## src/rtl/dtube_disp_ctrl_if.sv

```systemverilog
// AHB-lite bus bundle between the display-update master and the peripheral bus.
interface dtube_disp_ctrl_if;
    logic [31:0] HADDR;
    logic        HWRITE;
    logic [2:0]  HSIZE;
    logic [2:0]  HBURST;
    logic [1:0]  HTRANS;
    logic        HMASTLOCK;
    logic [31:0] HWDATA;
    logic        HREADY;
    logic [1:0]  HRESP;

    modport master (
        output HADDR, HWRITE, HSIZE, HBURST, HTRANS, HMASTLOCK, HWDATA,
        input  HREADY, HRESP
    );

    modport slave (
        input  HADDR, HWRITE, HSIZE, HBURST, HTRANS, HMASTLOCK, HWDATA,
        output HREADY, HRESP
    );
endinterface

```

## src/rtl/dtube_disp_ctrl.sv

```systemverilog
// Display update master: converts a 20-bit binary value to six BCD digits
// (one double-dabble step per cycle) and writes them HEX0..HEX5 over AHB-lite.
`ifndef BUS_ADDR_DTUBE_HEX0NUM
`define BUS_ADDR_DTUBE_HEX0NUM 32'h1F00_0010
`endif
`ifndef BUS_ADDR_DTUBE_HEX1NUM
`define BUS_ADDR_DTUBE_HEX1NUM 32'h1F00_0014
`endif
`ifndef BUS_ADDR_DTUBE_HEX2NUM
`define BUS_ADDR_DTUBE_HEX2NUM 32'h1F00_0018
`endif
`ifndef BUS_ADDR_DTUBE_HEX3NUM
`define BUS_ADDR_DTUBE_HEX3NUM 32'h1F00_001C
`endif
`ifndef BUS_ADDR_DTUBE_HEX4NUM
`define BUS_ADDR_DTUBE_HEX4NUM 32'h1F00_0020
`endif
`ifndef BUS_ADDR_DTUBE_HEX5NUM
`define BUS_ADDR_DTUBE_HEX5NUM 32'h1F00_0024
`endif

module dtube_disp_ctrl #(
    parameter logic [31:0] HEX0_ADDR = `BUS_ADDR_DTUBE_HEX0NUM,
    parameter logic [31:0] HEX1_ADDR = `BUS_ADDR_DTUBE_HEX1NUM,
    parameter logic [31:0] HEX2_ADDR = `BUS_ADDR_DTUBE_HEX2NUM,
    parameter logic [31:0] HEX3_ADDR = `BUS_ADDR_DTUBE_HEX3NUM,
    parameter logic [31:0] HEX4_ADDR = `BUS_ADDR_DTUBE_HEX4NUM,
    parameter logic [31:0] HEX5_ADDR = `BUS_ADDR_DTUBE_HEX5NUM,
    parameter int unsigned TIMEOUT   = 16
) (
    input  logic                clk,
    input  logic                rst,
    input  logic                start,
    input  logic [19:0]         value,
    input  logic                lz_blank,
    output logic                busy,
    output logic                done,
    output logic                err,
    output logic                ovf,
    dtube_disp_ctrl_if.master   bus
);

    localparam logic [1:0]  TR_IDLE   = 2'b00;
    localparam logic [1:0]  TR_NONSEQ = 2'b10;
    localparam logic [1:0]  RESP_ERR  = 2'b01;
    localparam logic [19:0] MAX_DISP  = 20'd999999;
    localparam logic [7:0]  TMO_LAST  = 8'(TIMEOUT - 1);

    typedef enum logic [2:0] {
        S_IDLE, S_CONV, S_ADDR, S_DATA, S_DONE, S_ERR
    } state_t;

    state_t      state_q;
    logic [19:0] bin_q;
    logic [23:0] bcd_q;
    logic [5:0]  blank_q;
    logic        lz_q;
    logic [4:0]  cnt_q;
    logic [2:0]  idx_q;
    logic [7:0]  tmo_q;
    logic        rdy_q;
    logic        busy_q, done_q, err_q, ovf_q;
    logic [31:0] haddr_q, hwdata_q;
    logic        hwrite_q;
    logic [1:0]  htrans_q;

    logic [23:0] bcd_adj;
    logic [23:0] bcd_d;
    logic [19:0] bin_d;

    // Digit register address for a given digit index.
    function automatic logic [31:0] addr_of(input logic [2:0] i);
        case (i)
            3'd0:    addr_of = HEX0_ADDR;
            3'd1:    addr_of = HEX1_ADDR;
            3'd2:    addr_of = HEX2_ADDR;
            3'd3:    addr_of = HEX3_ADDR;
            3'd4:    addr_of = HEX4_ADDR;
            default: addr_of = HEX5_ADDR;
        endcase
    endfunction

    // Leading-zero mask: digit n>0 is blank when it and every higher digit are zero.
    function automatic logic [5:0] blank_mask(input logic [23:0] b, input logic lz);
        logic [5:0] m;
        m    = '0;
        m[5] = lz && (b[23:20] == 4'd0);
        for (int n = 4; n >= 1; n--) begin
            m[n] = m[n+1] && (b[4*n +: 4] == 4'd0);
        end
        return m;
    endfunction

    // Nibble written for a digit: 4'hF when blanked, otherwise its BCD value.
    function automatic logic [3:0] digit_of(input logic [23:0] b, input logic [5:0] m,
                                            input logic [2:0] i);
        logic [3:0] d;
        case (i)
            3'd0:    d = b[3:0];
            3'd1:    d = b[7:4];
            3'd2:    d = b[11:8];
            3'd3:    d = b[15:12];
            3'd4:    d = b[19:16];
            default: d = b[23:20];
        endcase
        return m[i] ? 4'hF : d;
    endfunction

    // One double-dabble step: add 3 to every nibble >= 5, then shift {bcd,bin} left.
    always_comb begin
        bcd_adj = bcd_q;
        for (int i = 0; i < 6; i++) begin
            if (bcd_q[4*i +: 4] >= 4'd5) begin
                bcd_adj[4*i +: 4] = bcd_q[4*i +: 4] + 4'd3;
            end
        end
        bcd_d = {bcd_adj[22:0], bin_q[19]};
        bin_d = {bin_q[18:0], 1'b0};
    end

    // Sequencer: conversion, per-digit address/data phases, completion and abort.
    always_ff @(posedge clk or posedge rst) begin
        if (rst) begin
            state_q  <= S_IDLE;
            bin_q    <= '0;
            bcd_q    <= '0;
            blank_q  <= '0;
            lz_q     <= 1'b0;
            cnt_q    <= '0;
            idx_q    <= '0;
            tmo_q    <= '0;
            rdy_q    <= 1'b0;
            busy_q   <= 1'b0;
            done_q   <= 1'b0;
            err_q    <= 1'b0;
            ovf_q    <= 1'b0;
            haddr_q  <= '0;
            hwdata_q <= '0;
            hwrite_q <= 1'b0;
            htrans_q <= TR_IDLE;
        end else begin
            // rdy_q keeps a start that coincides with reset release from being taken.
            rdy_q  <= 1'b1;
            done_q <= 1'b0;
            case (state_q)
                S_IDLE: begin
                    if (start && rdy_q) begin
                        bin_q   <= (value > MAX_DISP) ? MAX_DISP : value;
                        ovf_q   <= (value > MAX_DISP);
                        lz_q    <= lz_blank;
                        err_q   <= 1'b0;
                        bcd_q   <= '0;
                        cnt_q   <= '0;
                        busy_q  <= 1'b1;
                        state_q <= S_CONV;
                    end
                end
                S_CONV: begin
                    bcd_q <= bcd_d;
                    bin_q <= bin_d;
                    cnt_q <= cnt_q + 5'd1;
                    if (cnt_q == 5'd19) begin
                        blank_q  <= blank_mask(bcd_d, lz_q);
                        idx_q    <= '0;
                        tmo_q    <= '0;
                        htrans_q <= TR_NONSEQ;
                        hwrite_q <= 1'b1;
                        haddr_q  <= addr_of(3'd0);
                        state_q  <= S_ADDR;
                    end
                end
                S_ADDR: begin
                    htrans_q <= TR_IDLE;
                    hwrite_q <= 1'b0;
                    hwdata_q <= {28'b0, digit_of(bcd_q, blank_q, idx_q)};
                    state_q  <= S_DATA;
                end
                S_DATA: begin
                    if (bus.HRESP == RESP_ERR) begin
                        err_q   <= 1'b1;
                        state_q <= S_ERR;
                    end else if (bus.HREADY) begin
                        if (idx_q == 3'd5) begin
                            done_q  <= 1'b1;
                            state_q <= S_DONE;
                        end else begin
                            idx_q    <= idx_q + 3'd1;
                            tmo_q    <= '0;
                            htrans_q <= TR_NONSEQ;
                            hwrite_q <= 1'b1;
                            haddr_q  <= addr_of(idx_q + 3'd1);
                            state_q  <= S_ADDR;
                        end
                    end else if (tmo_q == TMO_LAST) begin
                        err_q   <= 1'b1;
                        state_q <= S_ERR;
                    end else begin
                        tmo_q <= tmo_q + 8'd1;
                    end
                end
                S_DONE: begin
                    busy_q  <= 1'b0;
                    state_q <= S_IDLE;
                end
                default: begin
                    busy_q  <= 1'b0;
                    state_q <= S_IDLE;
                end
            endcase
        end
    end

    assign busy          = busy_q;
    assign done          = done_q;
    assign err           = err_q;
    assign ovf           = ovf_q;
    assign bus.HADDR     = haddr_q;
    assign bus.HWRITE    = hwrite_q;
    assign bus.HTRANS    = htrans_q;
    assign bus.HWDATA    = hwdata_q;
    assign bus.HSIZE     = 3'b010;
    assign bus.HBURST    = 3'b000;
    assign bus.HMASTLOCK = 1'b0;

endmodule

```

## src/flat_wrapper.sv

```systemverilog
// flat-port wrapper written by rule: the top's interface ports become plain ports
module dtube_disp_ctrl_flat 
#(
    parameter logic [31:0] HEX0_ADDR = `BUS_ADDR_DTUBE_HEX0NUM,
    parameter logic [31:0] HEX1_ADDR = `BUS_ADDR_DTUBE_HEX1NUM,
    parameter logic [31:0] HEX2_ADDR = `BUS_ADDR_DTUBE_HEX2NUM,
    parameter logic [31:0] HEX3_ADDR = `BUS_ADDR_DTUBE_HEX3NUM,
    parameter logic [31:0] HEX4_ADDR = `BUS_ADDR_DTUBE_HEX4NUM,
    parameter logic [31:0] HEX5_ADDR = `BUS_ADDR_DTUBE_HEX5NUM,
    parameter int unsigned TIMEOUT   = 16
)
  (clk, rst, start, value, lz_blank, busy, done, err, ovf, bus_HADDR, bus_HWRITE, bus_HSIZE, bus_HBURST, bus_HTRANS, bus_HMASTLOCK, bus_HWDATA, bus_HREADY, bus_HRESP);
  dtube_disp_ctrl_if bus_i ();
  input  logic clk;
  input  logic rst;
  input  logic start;
  input  logic [19:0] value;
  input  logic lz_blank;
  output logic busy;
  output logic done;
  output logic err;
  output logic ovf;
  output wire logic [$bits(bus_i.HADDR)-1:0] bus_HADDR;
  output wire logic [$bits(bus_i.HWRITE)-1:0] bus_HWRITE;
  output wire logic [$bits(bus_i.HSIZE)-1:0] bus_HSIZE;
  output wire logic [$bits(bus_i.HBURST)-1:0] bus_HBURST;
  output wire logic [$bits(bus_i.HTRANS)-1:0] bus_HTRANS;
  output wire logic [$bits(bus_i.HMASTLOCK)-1:0] bus_HMASTLOCK;
  output wire logic [$bits(bus_i.HWDATA)-1:0] bus_HWDATA;
  input wire logic [$bits(bus_i.HREADY)-1:0] bus_HREADY;
  input wire logic [$bits(bus_i.HRESP)-1:0] bus_HRESP;
  assign bus_HADDR = bus_i.HADDR;
  assign bus_HWRITE = bus_i.HWRITE;
  assign bus_HSIZE = bus_i.HSIZE;
  assign bus_HBURST = bus_i.HBURST;
  assign bus_HTRANS = bus_i.HTRANS;
  assign bus_HMASTLOCK = bus_i.HMASTLOCK;
  assign bus_HWDATA = bus_i.HWDATA;
  assign bus_i.HREADY = bus_HREADY;
  assign bus_i.HRESP = bus_HRESP;
  dtube_disp_ctrl #(.HEX0_ADDR(HEX0_ADDR), .HEX1_ADDR(HEX1_ADDR), .HEX2_ADDR(HEX2_ADDR), .HEX3_ADDR(HEX3_ADDR), .HEX4_ADDR(HEX4_ADDR), .HEX5_ADDR(HEX5_ADDR), .TIMEOUT(TIMEOUT)) u_core (.clk(clk), .rst(rst), .start(start), .value(value), .lz_blank(lz_blank), .busy(busy), .done(done), .err(err), .ovf(ovf), .bus(bus_i));
endmodule
```

## config.mk

```make
export PLATFORM = sky130hd
export DESIGN_NAME = dtube_disp_ctrl_flat
export DESIGN_NICKNAME = d
export VERILOG_FILES = /design/src/rtl/dtube_disp_ctrl_if.sv /design/src/rtl/dtube_disp_ctrl.sv /design/src/flat_wrapper.sv
export SDC_FILE = /design/constraint.sdc
export NUM_CORES = 1
export LEC_CHECK = 0
export CAP_MARGIN = 20
export CORE_MARGIN = 2
export CORE_UTILIZATION = 35
export CTS_CLUSTER_SIZE = 30
export DETAILED_ROUTE_END_ITERATION = 10
export SLEW_MARGIN = 20
export SYNTH_ARGS = -nofsm -noshare
export SYNTH_HDL_FRONTEND = slang
export SYNTH_SLANG_ARGS = --single-unit
```

## constraint.sdc

```tcl
create_clock -name clk -period 2.6 [get_ports clk]
set_input_delay 0.52 -clock clk [delete_from_list [all_inputs] [get_ports clk]]
set_output_delay 0.52 -clock clk [all_outputs]
set_load 0.01 [all_outputs]
```

==> results.json, run 1 <==
{
  "path_clk_slew_ns": 0.06,
  "antenna_cells": 0,
  "synth.area.top_cells": "dfrtp_1 (41%), buf_4 (9.5%), o21ai_0 (6.2%)",
  "clock_power_share_pct": 20.8,
  "vias": 4052,
  "post-route-drc-count": 0,
  "drive_gt1_share_pct": 8.16,
  "p_sw_mw": 2.75,
  "synth_area_sq_um": 5160,
  "grt_pass1_vias": 3916,
  "cts_made_buffers": 9,
  "synthFlopType": "dfrtp_1",
  "grt-ovfl-total": 0,
  "h-tree-depth": 3,
  "antenna_left": 0,
  "power_density_nw_per_um2": 1140,
  "holdPathEnd": "u_core.bus.HADDR[3]",
  "synth_edf_count": 0,
  "syn_inst": 587,
  "power_frac_comb_pct": 44.4,
  "min_path_cells": 2,
  "worstHoldStart": "u_core.bus.HADDR[3]",
  "ys_seq_area_share_pct": 40.8,
  "ys_types": 65,
  "cts_buffer_depth": 2,
  "dieArea_sq_um": 15700,
  "final_core_util_pct": 40.7,
  "yosysTopAreaCellShare_pct": 40.8,
  "root_buffer": "clkbuf_16",
  "antenna_found_initial": 0,
  "async_reset_ff_share_pct": 100,
  "tns_ns": 0,
  "rows": 44,
  "grt_max_degree": 85,
  "areaGrowthSynthToFinish_pct": 14.2,
  "r2r_slack_ns": 0.36,
  "r2r-end": "u_core.tmo_q[6]",
  "cp_max_fo": 9,
  "setup-violations-final": 0,
  "ys_ff_latch": 84,
  "cts_tree": "yes",
  "io_buffers": 45,
  "hpwl_um": 7820,
  "cp_data_arrival_time_ns": 2.45,
  "clk_latency_ns": 0.35,
  "worstSetupStartpointType": "flip-flop",
  "power_mw": 6.72,
  "swShare_pct": 40.9,
  "tightest_slew_ns": 0.633,
  "clock-sinks": 84,
  "ys.warnings.count": 0,
  "viasPerCell": 5.01,
  "seq_power_share_pct": 34.8,
  "rsz0062_at_grt": "false",
  "endpoint_kind": "flip-flop",
  "slew_headroom_pct": 57.8,
  "cpPeakStageDelay_ns": 0.43,
  "criticalPathCategory": "flip-flop to flip-flop",
  "maxCapViolCount": 0,
  "firstDrtPassIters": 5,
  "period_share_pct": 86.1,
  "avgRoutedWirePerCell_um": 13.9,
  "core_region_area_sq_um": 14500,
  "fmax_ghz": 0.447,
  "initial_core_util_pct": 35.6,
  "wl_um": 11300,
  "min-delay-path-class": "flip-flop to flip-flop",
  "p_int_mw": 3.97,
  "required_ns": 2.81,
  "reg2reg_from": "u_core.idx_q[1]",
  "cts_hold_buf": 0,
  "setup_ws_ns": 0.362,
  "worstPathCellList": "inv_1 -> ha_1 -> nand2_1 -> o221ai_1 -> a21o_2 -> o311ai_0 -> o41ai_1",
  "critPathSlowestCell": "dfrtp_1",
  "p_leak_nw": 2.59,
  "fp.dieH_um": 125,
  "ctsResizeCount": 0,
  "slew_viol_final": 0,
  "vdd_ir_drop_max_uv": 413,
  "drt_iter0_markers": 300,
  "hold_viol": 0,
  "die_w_um": 125,
  "outcome": "finished, final reports clean",
  "synth.avg_cell_area_sq_um": 8.78,
  "grt_first_pass_wirelength_um": 19400,
  "synth_top_area_cell": "dfrtp_1",
  "place_congestion": 0.881,
  "r2r_cells": 7,
  "period_minus_slack_ns": 2.24,
  "final_nets": 669,
  "skew_ns": 0.00802,
  "cts_setup_buffers": 0,
  "dp_slack_ns": 0.245,
  "io_pins": 105,
  "grt.total_usage_pct": 15.0
}
==> cell usage in the layout, fill, tap and decap left out, drive strengths merged, types with 2 or more instances in the layout <==
cell,instances
nand3,38
clkbuf,11
xnor2,8
o21ai,65
nor3b,6
clkdlybuf4s50,45
nand2,67
o31ai,6
clkinvlp,2
nor2b,2
nor2,36
buf,12
a31oi,7
o21a,2
mux2i,6
or3b,2
or4,2
nand3b,4
a222oi,4
a21oi,42
mux2,4
dfrtp,84
and2,3
a2111oi,2
ha,21
conb,60
and3,3
a22oi,7
xor2,2
inv,16
nand4,3
a211oi,3
nor3,11
a32oi,4
nand2b,14
bufinv,2
o41ai,2
==> power by group through the flow <==
stage	logic (mW)	clock network (mW)	registers, mW
after floorplan	2.34	0	2.15
after global placement	2.91	0	2.33
after detailed placement	3.00	0	2.35
after CTS	3.01	1.44	2.34
after global routing	3.43	1.50	2.43
final	2.99	1.40	2.34
==> synth_stat cells (3+ instances only) <==
cell type / number
nor3b_1: 5
dfrtp_1: 84
nand2_1: 66
a21oi_1: 42
nor3_1: 10
nand3b_1: 3
clkbuf_1: 22
nand4_1: 3
o31ai_1: 5
buf_4: 65
a31oi_1: 7
a32oi_1: 4
ha_1: 21
mux2i_1: 6
a22oi_1: 7
nand3_1: 38
o21ai_0: 64
nand2b_1: 13
mux2_2: 3
a222oi_1: 4
nor2_1: 36
inv_1: 17
a211oi_1: 3
xnor2_1: 8
==> sequential cells by signal, indices dropped and copies added (netlist names) <==
signal / flops
u_core.busy: 1
u_core.state_q: 3
u_core.bin_q: 20
u_core.err: 1
u_core.cnt_q: 5
u_core.bus.HADDR: 5
u_core.done: 1
u_core.tmo_q: 8
u_core.rdy_q: 1
u_core.blank_q: 5
u_core.idx_q: 3
u_core.ovf: 1
u_core.bus.HWRITE: 1
u_core.bus.HWDATA: 4
u_core.bcd_q: 24
u_core.lz_q: 1
==> worst max-delay path by stage <==
stage	from	to	cells past startpoint
6_report	u_core.idx_q[1]	u_core.tmo_q[6]	7
5_1_grt	u_core.idx_q[1]	u_core.tmo_q[6]	7
3_5_place_dp	bus_HRESP[0]	u_core.tmo_q[6]	6
4_1_cts	u_core.idx_q[0]	u_core.tmo_q[6]	6
2_1_floorplan	u_core.idx_q[1]	u_core.tmo_q[4]	8
3_3_place_gp	bus_HRESP[0]	u_core.tmo_q[4]	6
==> worst max-delay path: cells and delay by family (launching register included) <==
kind / cells / cell delay, ns
and+or+nand+nor: 1 / 0.19
adders and majority gates: 1 / 0.32
AOI/OAI and AO/OA: 4 / 1.04
buffers and inverters: 1 / 0.12
DFF: 1 / 0.43
==> per-stage QoR <==
| step | instance area, sq um | hold slack [ns] | instances |
|---|---|---|---|
| 2_1_floorplan | 5380 | 0.441 | 645 |
| 3_3_place_gp | 5560 | 0.459 | 794 |
| 3_5_place_dp | 5560 | 0.457 | 794 |
| 4_1_cts | 5890 | 0.471 | 809 |
| 5_1_grt | 5890 | 0.507 | 809 |
| 6_report | 5890 | 0.467 | 809 |
==> routing by layer <==
metal / global-route usage [%] / share of wire (%) / routed length [um] / vias to the layer above
li1: - / - / - / 1998
met1: 20.2 / 47 / 5240 / 1925
met2: 23.9 / 47 / 5280 / 120
met3: 4.28 / 5.6 / 634 / 9
met4: 3.99 / 1.0 / 113 / 0
met5: 0 / 0 / 0 / -
==> area by class of cell <==
type,count,area (sq um)
sequential,84,2100
inverter,17,67.6
tap,184,230
multi-input combinational,452,2610
clock inverter,4,72.6
clock buffer,11,253
fill,1448,8590
timing repair buffer,57,553
==> kinds of logic after synthesis <==
logic type / Yosys count / synth area share, %
AO/OA/AOI/OAI: 155 / 18.3
XOR/XNOR: 10 / 1.70
adder cells (fa/ha/maj): 21 / 5.10
buffers and inverters: 109 / 12.9
flip-flops: 84 / 40.8
multiplexers: 10 / 2.11
other: 2 / 0.146
AND/OR/NAND/NOR: 196 / 19.0
Power figures use the tool's default switching activity.
==> run 2, diff against run 1 <==
- clock period: 2.6 -> 2.05 ns (I/O delays scaled with it)
==> results.json, run 2 (synthesis gave the netlist of run 1 again) <==
{
  "nFillCells": 1456,
  "maxCapViolCount": 0,
  "fmax_ghz": 0.503,
  "grt_max_degree": 85,
  "hold_viol": 0,
  "root_buffer": "clkbuf_16",
  "largest-register": "u_core.bcd_q",
  "seqCellArea_sq_um": 2100,
  "required_ns": 2.28,
  "outcome": "finished, final reports clean",
  "post-route-drc-count": 0,
  "skew_ns": 0.00591,
  "setup-violations-final": 0,
  "top_usage_layer": "met2",
  "hpwl_um": 7890,
  "reg_top3": "u_core.bcd_q (24), u_core.bin_q (20), u_core.tmo_q (8)",
  "period_share_pct": 96.9,
  "clk_latency_ns": 0.34,
  "cp_data_arrival_time_ns": 2.21,
  "use_met2_pct": 24.0,
  "cpPeakStageDelay_ns": 0.55,
  "grt_pass1_vias": 3947,
  "whs_ns": 0.474,
  "rows": 44,
  "criticalPathCategory": "flip-flop to flip-flop",
  "use_met1_pct": 18.8,
  "endpoint_kind": "flip-flop",
  "path_delay_family": "simple AND/OR/NAND/NOR gates",
  "r2r_slack_ns": 0.06,
  "vdd_ir_drop_max_uv": 582,
  "antenna_cells": 0,
  "final_core_util_pct": 42.2,
  "grt_first_pass_wirelength_um": 18900,
  "worstPathCellList": "or4_4 -> o31ai_4 -> nand2b_2 -> and2_4 -> mux2_4",
  "core_region_area_sq_um": 14500,
  "final_nets": 690,
  "io_buffers": 45,
  "initial_core_util_pct": 35.6,
  "firstDrtPassIters": 6,
  "period_minus_slack_ns": 1.99,
  "io_pins": 105,
  "met3_usage_pct": 3.42,
  "setup_ws_ns": 0.0627,
  "antenna_left": 0,
  "cts_made_buffers": 9,
  "cts_tree": "yes",
  "grt.total_usage_pct": 14.5,
  "mostFrequentLayoutCells": "dfrtp_1 (83), nand2_1 (66), o21ai_0 (64)",
  "dieArea_sq_um": 15700,
  "multi_input_area_sq_um": 2680,
  "h-tree-depth": 3,
  "rsz0062_at_grt": "true",
  "drive_gt1_share_pct": 12.7,
  "areaGrowthSynthToFinish_pct": 18.6,
  "dp_slack_ns": -0.108,
  "cts_buffer_depth": 2,
  "antenna_found_initial": 0,
  "slew_viol_final": 0,
  "grt-ovfl-total": 0,
  "layout_commonest_cell": "dfrtp_1",
  "fp.dieH_um": 125,
  "cp_max_fo": 4,
  "power_mw": 8.75,
  "avgRoutedWirePerCell_um": 13.7,
  "critPathSlowestCell": "or4_4",
  "place_congestion": 0.828,
  "viasPerCell": 5.00,
  "drt_iter0_markers": 303,
  "largest_reg_flops": 24,
  "worst-path-buf-inv": 0,
  "min-delay-path-class": "flip-flop to flip-flop",
  "cts_hold_buf": 0,
  "wl_um": 11400,
  "vias": 4146,
  "clock-sinks": 84,
  "die_w_um": 125,
  "power_density_nw_per_um2": 1430,
  "worstSetupStartpointType": "flip-flop",
  "p_leak_nw": 2.70,
  "path_clk_slew_ns": 0.06
}
-- run 2: cell count changes in the layout (fill, tap and decap cells not counted), sizes merged --
cell	before	now
buf	12	33
clkinv	1	0
clkbuf	11	14
clkinvlp	2	1
bufinv	2	1
-- run 2: tightest hold or removal path, delay by kind of cell (launching register included) --
family           cells  cell delay, ns
and+or+nand+nor      2            0.10
DFF                  1            0.34
-- run 2: worst paths after layout --
path,endpoint,depth (start not counted),start
worst max-delay path,u_core.state_q[0],5,u_core.tmo_q[7]
worst min-delay path,u_core.bus.HADDR[3],2,u_core.bus.HADDR[3]
worst max register to register,u_core.state_q[0],5,u_core.tmo_q[7]
worst min register to register,u_core.bus.HADDR[3],2,u_core.bus.HADDR[3]
max in group asynchronous,u_core.bcd_q[13],3,rst
min in group asynchronous,u_core.bin_q[4],3,rst
-- run 2: layout make-up --
cell class / count / area share [%]
sequential: 84 / 34.4
timing repair buffer: 78 / 12.0
multi-input combinational: 452 / 43.7
clock buffer: 14 / 4.48
tap: 184 / 3.76
clock inverter: 1 / 0.491
inverter: 17 / 1.10
-- run 2: report_power, final --
part | switching, mW | leakage [nW] | internal (mW) | total (mW)
clock | 0.627 | 0.149 | 1.04 | 1.67
combinational | 2.32 | 1.49 | 1.86 | 4.18
sequential | 0.622 | 1.06 | 2.28 | 2.91
-- run 2: what timing repair did --
item,in CTS,in global routing
setup buffers,0,3
resized for setup,0,15
setup endpoints to repair,0,10
-- run 2: per-layer routing --
layer  share of wire, %  wire (um)
met1                 45       5170
met2                 48       5480
met3                4.9        554
met4                1.6        180
met5                  0          0
-- run 2: through the flow --
stage | area, sq um | TNS [ns] | instances
after floorplan | 5380 | 0 | 645
after global placement | 5720 | -0.146 | 812
after detailed placement | 5720 | -0.310 | 812
after CTS | 6030 | 0 | 827
after global routing | 6120 | -0.0994 | 830
final | 6120 | 0 | 830
==> run 3, diff against run 2 <==
- DONT_BUFFER_PORTS: unset -> 1
==> results.json, run 3 (synthesis gave the netlist of run 1 again) <==
{
  "tns_ns": 0,
  "root_buffer": "clkbuf_16",
  "cp_max_fo": 6,
  "fmax_ghz": 0.513,
  "post-route-drc-count": 0,
  "antenna_cells": 0,
  "wl_um": 11000,
  "power_mw": 8.26,
  "grt-ovfl-total": 0,
  "clk_latency_ns": 0.34,
  "fin_cells": 776,
  "areaGrowthSynthToFinish_pct": 7.16,
  "io_buffers": 0,
  "vias": 3966,
  "setup-violations-final": 0,
  "antenna_left": 0,
  "viasPerCell": 5.11,
  "p_sw_mw": 3.54,
  "initial_core_util_pct": 35.6,
  "required_ns": 2.30,
  "vdd_ir_drop_max_uv": 580,
  "final_nets": 635,
  "cp_data_arrival_time_ns": 2.20,
  "power_frac_comb_pct": 45.1,
  "mostFrequentLayoutCells": "dfrtp_1 (84), nand2_1 (66), o21ai_0 (64)",
  "slew_viol_final": 0,
  "grt_pass1_vias": 3787,
  "h-tree-depth": 3,
  "period_share_pct": 95.1,
  "grt_first_pass_wirelength_um": 18300,
  "grt_max_degree": 85,
  "power_density_nw_per_um2": 1490,
  "largest-register": "u_core.bcd_q",
  "placed_cells": 758,
  "path_clk_slew_ns": 0.06,
  "clock_power_share_pct": 18.5,
  "seqCellArea_sq_um": 2100,
  "swShare_pct": 42.9,
  "criticalPathCategory": "flip-flop to flip-flop",
  "largest_reg_flops": 24,
  "p_int_mw": 4.71,
  "outcome": "finished, final reports clean",
  "place_congestion": 0.841,
  "cts_tree": "yes",
  "critPathSlowestCell": "dfrtp_1",
  "hpwl_um": 7680,
  "worstPathCellList": "ha_1 -> and4bb_2 -> nand2_2 -> a2111oi_4 -> nand4_1 -> o31ai_1",
  "drt_iter0_markers": 268,
  "firstDrtPassIters": 8,
  "fp.dieH_um": 125,
  "avgRoutedWirePerCell_um": 14.2,
  "io_pins": 105,
  "dieArea_sq_um": 15700,
  "maxCapViolCount": 0,
  "drive_gt1_share_pct": 11.5,
  "core_region_area_sq_um": 14500,
  "nFillCells": 1472,
  "multi_input_area_sq_um": 2650,
  "worstSetupStartpointType": "flip-flop",
  "cts_hold_buf": 0,
  "grt.total_usage_pct": 14.2,
  "skew_ns": 0.00957,
  "endpoint_kind": "flip-flop",
  "period_minus_slack_ns": 1.95,
  "clock-sinks": 84,
  "cts_buffer_depth": 2,
  "cpPeakStageDelay_ns": 0.39,
  "seq_power_share_pct": 36.4,
  "reg_top3": "u_core.bcd_q (24), u_core.bin_q (20), u_core.tmo_q (8)",
  "cts_made_buffers": 9,
  "p_leak_nw": 2.44,
  "rows": 44,
  "die_w_um": 125,
  "hold_viol": 0,
  "min-delay-path-class": "input port to asynchronous set/reset pin",
  "rsz0062_at_grt": "true",
  "antenna_found_initial": 0,
  "layout_commonest_cell": "dfrtp_1"
}
==> run 3: cell count changes in the layout (fill, tap and decap cells not counted), sizes merged <==
cell / previous run / this run
clkinv: 0 / 1
inv: 16 / 17
buf: 33 / 23
clkdlybuf4s50: 45 / 0
clkbuf: 14 / 11
bufinv: 1 / 0
clkinvlp: 1 / 4
==> run 3: power by group through the flow <==
stage | clock network, mW | logic, mW | registers (mW)
CTS | 1.57 | 3.65 | 2.99
global placement | 0 | 3.52 | 2.99
finish | 1.53 | 3.73 | 3.00
detailed placement | 0 | 3.64 | 3.01
floorplan | 0 | 2.97 | 2.73
global route | 1.64 | 4.27 | 3.11
==> run 3: routing by layer <==
layer  share of wire [%]  up-vias  track usage, %
li1                    -     1933               -
met1                  46     1904            18.9
met2                  47      112            22.7
met3                 5.0       17            3.77
met4                 1.7        0            4.71
met5                   0        -               0
==> run 3: critical path, delay by kind of cell (launching register included) <==
| kind | cells | cell delay, ns |
|---|---|---|
| and+or+nand+nor | 3 | 0.68 |
| adders and majority gates | 1 | 0.23 |
| AOI/OAI and AO/OA | 2 | 0.56 |
| DFF | 1 | 0.39 |
==> run 3: path summary, 6_finish.rpt <==
kind	cells after the start	startpoint	slack, ns	endpoint
worst min-delay path	2	rst	0.05	u_core.bin_q[6]
worst max-delay path	6	u_core.cnt_q[0]	0.1	u_core.blank_q[1]
min in group clk	2	lz_blank	0.20	u_core.lz_q
worst max register to register	6	u_core.cnt_q[0]	0.1	u_core.blank_q[1]
max in group asynchronous	2	rst	1.63	u_core.bcd_q[19]
worst min register to register	2	u_core.blank_q[2]	0.48	u_core.blank_q[2]
==> run 3: metrics by stage <==
stage / worst slack [ns] / hold WS (ns) / cell area, sq um / utilization [%]
6_report: 0.0999 / 0.0483 / 5530 / 38.2
5_1_grt: -0.0294 / 0.0851 / 5530 / 38.2
4_1_cts: 0.0239 / 0.0797 / 5470 / 37.8
3_5_place_dp: 0.0475 / 0.455 / 5190 / 35.9
3_3_place_gp: 0.108 / 0.450 / 5190 / 35.9
2_1_floorplan: 0.150 / 0.441 / 5380 / -
==> run 3: final cells by class <==
class	instances	area share [%]
Sequential cell	84	38.0
Clock inverter	5	0.657
Timing Repair Buffer	23	3.58
Clock buffer	11	4.39
Tap cell	184	4.17
Multi-Input combinational cell	452	47.9
Inverter	17	1.22
==> run 3: repair_timing <==
action                                  CTS  global route
setup buffers                             0             2
gates resized for setup                   0             8
endpoints found under the setup margin    0             6
==> RTL edit: new RTL, config.mk and constraints of run 3 <==
The 6 states of `state_t` get a one-hot encoding in 6 bits.
--- a/src/rtl/dtube_disp_ctrl.sv
+++ b/src/rtl/dtube_disp_ctrl.sv
@@ -47,6 +47,6 @@
     localparam logic [7:0]  TMO_LAST  = 8'(TIMEOUT - 1);
 
-    typedef enum logic [2:0] {
-        S_IDLE, S_CONV, S_ADDR, S_DATA, S_DONE, S_ERR
+    typedef enum logic [5:0] {
+        S_IDLE = 6'b000001, S_CONV = 6'b000010, S_ADDR = 6'b000100, S_DATA = 6'b001000, S_DONE = 6'b010000, S_ERR = 6'b100000
     } state_t;
 
Formal check against the unedited RTL: same outputs for any inputs over 10 cycles, from zero or initial values and one cycle with rst high; not proved beyond that.
==> RTL edit against run 3 <==
Worst hold slack better by 0.14 ns. Sequential cell count up 3. Total power down 24%. Final area up 2.7%. Worst setup slack worse by 0.028 ns. Routed wire length down 0.77%. Maximum frequency down 1.4%. Area after synthesis down 2.2%.
==> RTL edit: results (changes against run 3) <==
\begin{tabular}{lr}
\hline
Metric & Value \\
\hline
\multicolumn{2}{l}{\textbf{Run status}} \\
\quad Outcome & completed \\
\multicolumn{2}{l}{\textbf{GRT}} \\
\quad First-pass GRT wire length & 18.17 mm (-0.72\%) \\
\quad Total Routing Usage GR & 15.16\% (+0.93 points) \\
\quad Number of global-route vias before repair & 3,717 (-1.8\%) \\
\quad Maximum number of pins on one net before global-route repair & 36 (-58\%) \\
\multicolumn{2}{l}{\textbf{Power and ir drop}} \\
\quad Power dissipated by switching net loads & 2.209 mW (-38\%) \\
\quad Power density relative to cell area & 1105 nW/um2 (-26\%) \\
\quad Static leakage power & 2.694 nW (+10\%) \\
\multicolumn{2}{l}{\textbf{Critical path}} \\
\quad Crit Reg-Reg Endpoint & u\_core.tmo\_q[4] \\
\quad Source of the critical timing path & u\_core.state\_q[5] \\
\quad Data arrival at the endpoint of the critical path & 2.24 ns (+0.04 ns) \\
\quad Setup slack on the worst flop-to-flop path & 0.07 ns (-0.03 ns) \\
\quad Launching point of the worst reg2reg path & u\_core.state\_q[5] \\
\multicolumn{2}{l}{\textbf{Yosys}} \\
\quad Synth warnings & 0 (unchanged) \\
\quad Cell variety after synth & 54 (-17\%) \\
\quad Cells taking the most area after synthesis & dfrtp\_1, buf\_4, nand2\_1, ha\_1, o21ai\_0 \\
\quad Fraction of registers with async set or reset after synthesis & 100.0\% (unchanged) \\
\quad Sequential cell area fraction in the yosys report & 43.20\% (+2.4 points) \\
\quad Leading post-synthesis cells by instance count & dfrtp\_1, nand2\_1, buf\_4 \\
\multicolumn{2}{l}{\textbf{Worst hold path}} \\
\quad Worst hold path class & primary input to flop \\
\quad Hold path startpoint & value[7] \\
\multicolumn{2}{l}{\textbf{Placement}} \\
\quad Placed Instances & 747 (-1.5\%) \\
\quad Weighted congestion reported at the end of routability-driven placement & 0.8088 (-3.9\%) \\
\quad HPWL Detailed & 8.011 mm (+4.3\%) \\
\multicolumn{2}{l}{\textbf{Layout}} \\
\quad Fraction of final layout cells sized beyond drive strength 1 & 14.33\% (+2.8 points) \\
\quad Layout fillers & 1,371 (-6.9\%) \\
\quad Net count reported at finish & 636 (+0.16\%) \\
\multicolumn{2}{l}{\textbf{STA}} \\
\quad Setup skew after layout & 0.007249 ns (-0.002326 ns) \\
\multicolumn{2}{l}{\textbf{Detailed routing}} \\
\quad Top Metal Used & met4 \\
\quad Metal2 WL & 5.170 mm (-0.27\%) \\
\quad Drt via density & 5.079 (-0.62\%) \\
\quad Vias after detailed routing & 3,926 (-1.0\%) \\
\quad Met3 layer wire length in the routed design & 776 um (+41\%) \\
\quad DRT Wirelength & 10.96 mm (-0.77\%) \\
\quad DRT iter0 DRCs & 300 (+12\%) \\
\hline
\end{tabular}
==> RTL edit: routing by layer <==
| metal | track usage (%) | up-vias |
|---|---|---|
| li1 | - | 1894 |
| met1 | 20.25 | 1891 |
| met2 | 23.87 | 131 |
| met3 | 4.853 | 10 |
| met4 | 3.792 | 0 |
| met5 | 0 | - |
==> RTL edit: cell type report <==
type	count	area share, %
tap	180	3.969
clock buffer	16	4.785
multi-input combinational	415	44.04
sequential	87	38.46
timing repair buffer	49	6.968
inverter	26	1.786
==> RTL edit: power groups by stage <==
stage / Sequential, mW / Clock, mW / Combinational [mW]
final: 2.48 / 1.52 / 2.26
after global routing: 2.55 / 1.65 / 2.56
after CTS: 2.48 / 1.57 / 2.11
after detailed placement: 2.51 / 0 / 2.08
after global placement: 2.49 / 0 / 2.01
after floorplan: 2.42 / 0 / 1.55
==> RTL edit: how the worst max path moves through the flow <==
stage | end | slack [ns]
finish | u_core.tmo_q[4] | 0.07
global placement | u_core.blank_q[1] | 0.04
CTS | u_core.bin_q[10] | 0.008
detailed placement | u_core.bin_q[11] | -0.005
global route | u_core.blank_q[1] | -0.009
floorplan | u_core.bin_q[6] | 0.15
==> RTL edit: kinds of logic (layout without fill, tap and decap cells) <==
family	count (synthesis)	in the layout	synth area share [%]
adders and majority gates	21	21	5.211
xor gates and xnor gates	10	10	1.737
other	2	60	0.1489
muxes	12	12	2.506
buffers and inverters	105	91	12.80
DFF	87	87	43.20
AOI/OAI and AO/OA	131	131	16.70
and+or+nand+nor	181	181	17.69
==> RTL edit: through the flow <==
stage	TNS (ns)	setup slack (ns)	instance area [um2]
6_report	0	0.07214	5674
5_1_grt	-0.01301	-0.008672	5674
4_1_cts	0	0.007937	5568
3_5_place_dp	-0.005431	-0.005431	5265
3_3_place_gp	0	0.03842	5265
2_1_floorplan	0	0.1493	5264
==> RTL edit: timing repair <==
| item | 4_1_cts | 5_1_grt |
|---|---|---|
| resized for setup | 1 | 13 |
| gates cloned | 0 | 0 |
| setup endpoints to repair | 7 | 34 |
| endpoints found under the hold margin | 19 | 0 |
| setup buffers | 2 | 7 |
| pin swaps | 0 | 3 |
| hold buffers | 1 | 0 |
==> RTL edit: critical path, cell delays in order (launching register included) <==
cell      delay (ns)
dfrtp_1         0.41
nor4_4          0.37
buf_4           0.19
nand4b_4        0.13
mux2_4          0.33
or3_1           0.32
a21oi_1         0.15
